<file path="config.mk">
export PLATFORM = sky130hd
export DESIGN_NAME = exe_mem
export DESIGN_NICKNAME = d
export VERILOG_FILES = /design/src/rtl/exe_mem.sv
export SDC_FILE = /design/constraint.sdc
export NUM_CORES = 1
export LEC_CHECK = 0
export ABC_AREA = 1
export BUFFER_PORTS_ARGS = -buffer_cell sky130_fd_sc_hd__buf_2
export CAP_MARGIN = 10
export CORE_AREA = 2 2 128 130
export CTS_BUF_LIST = sky130_fd_sc_hd__clkbuf_16
export CTS_CLUSTER_SIZE = 40
export DETAILED_ROUTE_END_ITERATION = 6
export DIE_AREA = 0 0 130 132
export GPL_TIMING_DRIVEN = 0
export PLACE_DENSITY_LB_ADDON = 0.25
export SLEW_MARGIN = 20
export SYNTH_ARGS = -nofsm -noshare
export SYNTH_HDL_FRONTEND = slang
export SYNTH_SLANG_ARGS = --single-unit
</file>
<file path="constraint.sdc">
create_clock -name clk -period 2.1 [get_ports clk]
set_clock_uncertainty 0.05 [all_clocks]
set_input_delay 0.525 -clock clk [delete_from_list [all_inputs] [get_ports clk]]
set_output_delay 0.525 -clock clk [all_outputs]
set_load 0.1 [all_outputs]
</file>
<file path="src/rtl/exe_mem.sv">
// EX/MEM pipeline register: captures execute-stage results and controls for the
// memory stage, with stall/flush handling, forwarding/branch derivation and a bubble counter.
module exe_mem #(
  parameter int DATA_W = 64,
  parameter int PC_W   = 12,
  parameter int REG_W  = 6,
  parameter int CNT_W  = 16
) (
  input  logic              clk,
  input  logic              rst,
  input  logic              e_valid,
  input  logic [DATA_W-1:0] e_alu_result,
  input  logic              e_zero,
  input  logic [DATA_W-1:0] e_store_data,
  input  logic [PC_W-1:0]   e_br_target,
  input  logic [REG_W-1:0]  e_wr_reg,
  input  logic              e_mem2reg,
  input  logic              e_ctrl_regwr,
  input  logic              e_memrd,
  input  logic              e_memwr,
  input  logic              e_branch,
  input  logic              stall,
  input  logic              flush,
  output logic              em_valid,
  output logic [DATA_W-1:0] em_alu_result,
  output logic              em_zero,
  output logic [DATA_W-1:0] em_store_data,
  output logic [PC_W-1:0]   em_br_target,
  output logic [REG_W-1:0]  em_wr_reg,
  output logic              em_mem2reg,
  output logic              em_ctrl_regwr,
  output logic              em_memrd,
  output logic              em_memwr,
  output logic              em_branch,
  output logic              em_pc_src,
  output logic              em_fwd_en,
  output logic [CNT_W-1:0]  em_bubble_cnt
);

  logic bubble_in;
  logic cnt_sat;

  // A slot becomes a bubble either by flush or by loading a non-valid instruction.
  assign bubble_in = flush | ~e_valid;
  assign cnt_sat   = &em_bubble_cnt;

  // NOTE: sequential state uses non-blocking assignments so every register samples
  // pre-edge values regardless of statement order.
  always_ff @(posedge clk) begin
    if (rst || flush) begin
      em_valid      <= 1'b0;
      em_alu_result <= '0;
      em_zero       <= 1'b0;
      em_store_data <= '0;
      em_br_target  <= '0;
      em_wr_reg     <= '0;
      em_mem2reg    <= 1'b0;
      em_ctrl_regwr <= 1'b0;
      em_memrd      <= 1'b0;
      em_memwr      <= 1'b0;
      em_branch     <= 1'b0;
    end else if (!stall) begin
      em_valid      <= e_valid;
      em_alu_result <= e_alu_result;
      em_zero       <= e_zero;
      em_store_data <= e_store_data;
      em_br_target  <= e_br_target;
      em_wr_reg     <= e_wr_reg;
      // Controls are gated so a non-valid slot can never write memory or registers.
      em_mem2reg    <= e_valid & e_mem2reg;
      em_ctrl_regwr <= e_valid & e_ctrl_regwr;
      em_memrd      <= e_valid & e_memrd;
      em_memwr      <= e_valid & e_memwr;
      em_branch     <= e_valid & e_branch;
    end
  end

  // Flush inserts a bubble even when stalled, so it is counted even under stall.
  always_ff @(posedge clk) begin
    if (rst) begin
      em_bubble_cnt <= '0;
    end else if ((flush || !stall) && bubble_in && !cnt_sat) begin
      em_bubble_cnt <= em_bubble_cnt + 1'b1;
    end
  end

  assign em_pc_src = em_valid & em_branch & em_zero;
  assign em_fwd_en = em_valid & em_ctrl_regwr & (em_wr_reg != '0);

endmodule

</file>
==> flow_summary.json, run 1 <==
{
  "endpoint_kind": "primary output",
  "syn_area_per_cell_um2": 7.452,
  "dp_hpwl_mm": 14.88,
  "p_leak_uw": 0.004220,
  "dieWidth_um": 130,
  "dp_cells": 1381,
  "port_buffers": 327,
  "grt_antenna_before_repair": 1,
  "finalHoldViolations": 0,
  "holdCritPathClass": "in -> reg",
  "io_pins": 328,
  "synth-async-reset-ratio_pct": 0,
  "fin_cells": 1414,
  "final_net_count": 1342,
  "fmax_mhz": 503.8,
  "fillers": 1568,
  "synth_most_common_cell": "nand2_1",
  "finalCriticalPeriod_ns": 1.985,
  "final_area_um2": 8765,
  "p_total_uw": 7755,
  "critPathTopFamily": "buffers and inverters",
  "grt_max_degree": 18,
  "drive_above_1_share_pct": 35.34,
  "ys_types": 25,
  "fp.dieArea_um2": 17160,
  "report.final.slew_viol_count": 0,
  "ant_nets": 0,
  "viasPerCell": 4.663,
  "critPathRequiredTime_ns": 1.52,
  "root_buffer": "clkbuf_16",
  "worst_pin_slew_ns": 0.5373,
  "critical-path-slowest-cell": "buf_2",
  "yosysTopAreaCell": "dfxtp_1",
  "r2r_start": "em_bubble_cnt[0]",
  "gp_congestion": 0.8861,
  "max_stage_delay_ns": 0.42,
  "p_seq_share_pct": 43.3,
  "max_slew_margin_pct": 64.43,
  "grt_pass1_vias": 5927,
  "netSwitchingFraction_pct": 32.15,
  "grt_pass1_wl_mm": 29.75,
  "endpoint": "em_pc_src",
  "cts_hold_buf": 0,
  "synth_edf_count": 0,
  "path_depth": 2,
  "syn-num-nets": 996,
  "ff2ff_setup_slack_ns": 0.56,
  "htreeDepth": 4,
  "reg_top3": "em_alu_result x64, em_store_data x64, em_bubble_cnt x16",
  "vias": 6593,
  "core_area_um2": 15710,
  "ys_top_cells_by_area": "dfxtp_1 54%, nand2_1 21%, a21oi_1 13%, nor2_1 2.5%, buf_2 2.5%",
  "power_frac_clock_pct": 39.9,
  "routed_wirelength_mm": 19.69,
  "cp_num_buf_inv": 1,
  "reg2regPathDepth": 7,
  "post_dp_cell_area_um2": 8168,
  "wl_per_cell_um": 13.93,
  "ir_drop_mv": 0.5606,
  "power_density_nw_per_um2": 884.7,
  "crit_start": "em_valid",
  "drc": 0,
  "die_h_um": 132,
  "clock-sinks": 169,
  "maxCapViolations": 0,
  "timing.setup.tns_ns": 0,
  "syn_to_final_growth_pct": 40.35,
  "min_period_over_period_pct": 94.51,
  "place_ws_ns": 0.002975,
  "synthTopCellsByCount": "352 x nand2_1, 169 x dfxtp_1, 159 x a21oi_1",
  "path_clk_slew_ns": 0.08,
  "arrival_ns": 1.41,
  "p_int_uw": 5261,
  "netSwitchingPower_uw": 2493,
  "path_class": "reg -> out",
  "grt_util_all_layers_pct": 21.99,
  "numCtsBuffers": 17,
  "drt_iter0_drc": 352,
  "synthFlopType": "dfxtp_1",
  "cts_max_path_buffers": 2,
  "path_cells": "and3_2, buf_2",
  "yosysWarnings": 0,
  "status": "finished clean",
  "synth-seq-area-share_pct": 54.18,
  "first_pass_iters": 5,
  "fin_ws_ns": 0.1152,
  "num_rows": 46,
  "post-cts-setup-buffer-count": 0,
  "setup_violations": 0,
  "start_util_pct": 39.74,
  "clkLatencyLatePin_ns": 0.42,
  "synth-seq-cells": 169,
  "synthesis.area_um2": 6245,
  "synth_top_area_share_pct": 54.18,
  "cp-start-kind": "flop",
  "p_comb_share_pct": 16.8,
  "grt_overflow": 0,
  "crit_fanout": 4,
  "tritoncts": "done",
  "synth_cells": 838,
  "r2r-end": "em_bubble_cnt[11]"
}
## area by class of cell
cell class / instances / area [um2] / share of cell area, %
plain buffers: 52 / 245.2 / 2.798
well taps: 216 / 270.3 / 3.084
flip-flops and latches: 169 / 3398 / 38.77
clock inverters: 15 / 156.4 / 1.784
inverters: 20 / 75.07 / 0.8565
multi-input cells: 597 / 2549 / 29.08
repair buffers: 327 / 1643 / 18.74
diodes: 1 / 2.502 / 0.02855
clock buffers: 17 / 425.4 / 4.854
## logic make-up (layout without fill, tap and decap cells)
logic type | count (synthesis) | in the layout | synth area share (%)
AO/OA/AOI/OAI | 164 | 164 | 13.20
other | 0 | 1 | 0
AND/OR/NAND/NOR | 432 | 432 | 27.29
flip-flops | 169 | 169 | 54.18
buffers and inverters | 72 | 431 | 5.129
adder cells (fa/ha/maj) | 1 | 1 | 0.2003
## stage by stage
| step | hold WS [ns] | util (%) |
|---|---|---|
| global placement | 0.3943 | 51.98 |
| floorplan | 0.6106 | - |
| detailed placement | 0.4017 | 51.98 |
| finish | 0.2856 | 55.78 |
| global route | 0.2787 | 55.78 |
| CTS | 0.2718 | 55.70 |
## worst min-delay path by stage
stage                     start                end  cells after the start
6_report       e_store_data[21]  em_store_data[21]                      3
5_1_grt        e_store_data[48]  em_store_data[48]                      3
4_1_cts        e_store_data[21]  em_store_data[21]                      3
3_5_place_dp   em_alu_result[7]   em_alu_result[7]                      2
3_3_place_gp          em_branch          em_branch                      2
2_1_floorplan      e_ctrl_regwr      em_ctrl_regwr                      2
## placed cells by master, fill, tap and decap left out, types with 5 or more instances in the layout
cell type and instances:
nor2_2 8, nand3_1 15, clkbuf_16 17, a21oi_1 159, inv_1 16, nand2_1 352, clkbuf_1 12, inv_8 5
nor3_1 5, nor2_1 42, dfxtp_1 157, buf_1 7, dfxtp_2 12, buf_2 357
## power by group through the flow
stage                     clock (uW)  combinational, uW  sequential, uW
final                           3100               1300            3360
after global routing            3280               1380            3360
after CTS                       3170               1310            3350
after detailed placement           0               1310            3430
after global placement             0               1300            3420
after floorplan                    0                274            4110
## layer usage
metal	GRT usage (%)	vias up	share of wire [%]
met3	7.549	33	8.5
met1	25.66	2953	41
met2	36.62	235	47
met5	0	-	0
met4	9.020	0	2.9
li1	-	3372	-
## tightest hold or removal path: stages
cell and delay [ns]:
buf_2 0.09, nand2_1 0.05, a21oi_1 0.05
## timing repair
item | CTS | global route
hold endpoints to repair | 0 | 0
gates resized for setup | 1 | 2
setup endpoints to repair | 1 | 1
Note: power is estimated with default switching activity, not from simulation.
==> inputs of run 2 (changes only) <==
==> constraint.sdc (replaced) <==
create_clock -name clk -period 2.1 [get_ports clk]
set_clock_uncertainty 0.05 [all_clocks]
set_input_delay 0 -clock clk [delete_from_list [all_inputs] [get_ports clk]]
set_output_delay 0 -clock clk [all_outputs]
set_load 0.1 [all_outputs]
==> run 2 against run 1 <==
Net effect: sequential power is essentially flat; first-iteration DRC count shrank 22%; worst setup slack gained 0.093 ns; largest cell class is now non-clock buffers; sequential cell count is the same; maximum frequency grew 4.9%; hold slack lost 0.21 ns.
==> flow_summary.json, run 2 (synthesis results as in run 1) <==
{
  "min_period_over_period_pct": 90.09,
  "crit_fanout": 10,
  "endpoint_kind": "flop",
  "post-cts-setup-buffer-count": 0,
  "path_class": "in -> reg",
  "syn_to_final_growth_pct": 64.74,
  "io_pins": 328,
  "setup_violations": 0,
  "grt_pass1_vias": 7494,
  "reg_top3": "em_alu_result x64, em_store_data x64, em_bubble_cnt x16",
  "core_area_um2": 15710,
  "numCtsBuffers": 17,
  "routed_wirelength_mm": 23.20,
  "htreeDepth": 4,
  "final_cell_mix": "358 x buf_2, 352 x nand2_1, 167 x dfxtp_1, 160 x dlygate4sd3_1, 159 x a21oi_1",
  "gp_congestion": 0.8492,
  "finalHoldViolations": 0,
  "grt_pass1_wl_mm": 36.31,
  "die_h_um": 132,
  "finalCriticalPeriod_ns": 1.892,
  "drc": 0,
  "drt_iter0_drc": 274,
  "critPathRequiredTime_ns": 2.39,
  "final_common_cell": "buf_2",
  "hold_slack_ns": 0.07251,
  "max_slew_margin_pct": 62.13,
  "start_util_pct": 39.74,
  "dp_cells": 1381,
  "ir_drop_mv": 0.5225,
  "grt_max_degree": 17,
  "first_pass_iters": 5,
  "clkLatencyLatePin_ns": 0.42,
  "dieWidth_um": 130,
  "cp-start-kind": "input pin",
  "final_net_count": 1502,
  "grt_overflow": 0,
  "drive_above_1_share_pct": 30.21,
  "ant_nets": 0,
  "dp_hpwl_mm": 15.09,
  "root_buffer": "clkbuf_16",
  "holdCritPathClass": "in -> reg",
  "num_rows": 46,
  "p_leak_uw": 0.004851,
  "vias": 7477,
  "port_buffers": 327,
  "path_clk_slew_ns": 0.06,
  "worst_pin_slew_ns": 0.5681,
  "maxCapViolations": 0,
  "arrival_ns": 2.18,
  "status": "finished clean",
  "viasPerCell": 4.750,
  "cts_max_path_buffers": 2,
  "clock-sinks": 169,
  "fin_cells": 1574,
  "fp.dieArea_um2": 17160,
  "grt_antenna_before_repair": 1,
  "timing.setup.tns_ns": 0,
  "tritoncts": "done",
  "grt_util_all_layers_pct": 26.71,
  "rsz0062_at_grt": "no",
  "power_density_nw_per_um2": 754.8,
  "report.final.slew_viol_count": 0,
  "fmax_mhz": 528.6,
  "wl_per_cell_um": 14.74
}
==> run 2: changes by cell type in the layout (fill, tap and decap cells not counted), moves of 2 or more <==
cell,previous run,this run
dfxtp_2,12,2
dfxtp_1,157,167
inv_8,5,1
dlygate4sd3_1,0,160
clkinv_1,1,3
clkinv_2,0,4
==> run 2: worst paths after layout <==
check             slack (ns)  depth (start not counted)              start                 to
setup reg to reg        0.59                          8   em_bubble_cnt[1]   em_bubble_cnt[1]
hold reg to reg         0.41                          2  em_store_data[17]  em_store_data[17]
setup / recovery        0.21                          8              stall           em_memwr
hold / removal          0.07                          5              flush   em_bubble_cnt[8]
==> run 2: metrics by stage <==
step / utilization [%] / setup WS (ns) / total power, uW / area, um2
2_1_floorplan: - / 0.02466 / 4387 / 6247
3_3_place_gp: 51.90 / 0.5905 / 4727 / 8154
3_5_place_dp: 51.90 / 0.5674 / 4734 / 8154
4_1_cts: 65.44 / 0.1666 / 7775 / 10280
5_1_grt: 65.47 / 0.1021 / 8031 / 10290
6_report: 65.47 / 0.2082 / 7765 / 10290
==> run 2: power breakdown <==
part,internal (uW),switching (uW)
clock,1520,1330
combinational,466,1100
sequential,3300,55.9
total,5280,2480
==> run 2: layer usage <==
metal | track usage [%] | part of all wire (%) | vias to the layer above
met5 | 0 | 0 | -
met4 | 13.74 | 4.1 | 0
met3 | 6.088 | 6.3 | 65
met2 | 47.53 | 50 | 314
met1 | 29.25 | 39 | 3414
li1 | - | - | 3684
==> run 2: final cells by class <==
cell class	count	area [um2]
Clock buffer	17	425.4
Antenna cell	1	2.502
Fill cell	1352	5425
Timing Repair Buffer	487	3238
Clock inverter	15	101.3
Tap cell	216	270.3
Multi-Input combinational cell	597	2544
Sequential cell	169	3386
Buffer	52	245.2
Inverter	20	75.07
==> run 2: critical path: stages <==
cell	delay (ns)
dlygate4sd3_1	0.53
buf_2	0.14
buf_2	0.20
buf_2	0.25
nor2_2	0.25
nand2_1	0.08
dlygate4sd3_1	0.56
a21oi_1	0.16
==> run 2: repair_timing <==
action,CTS,global route
hold endpoints to repair,159,0
setup endpoints to repair,0,1
hold buffers,160,0
gates resized for setup,0,1
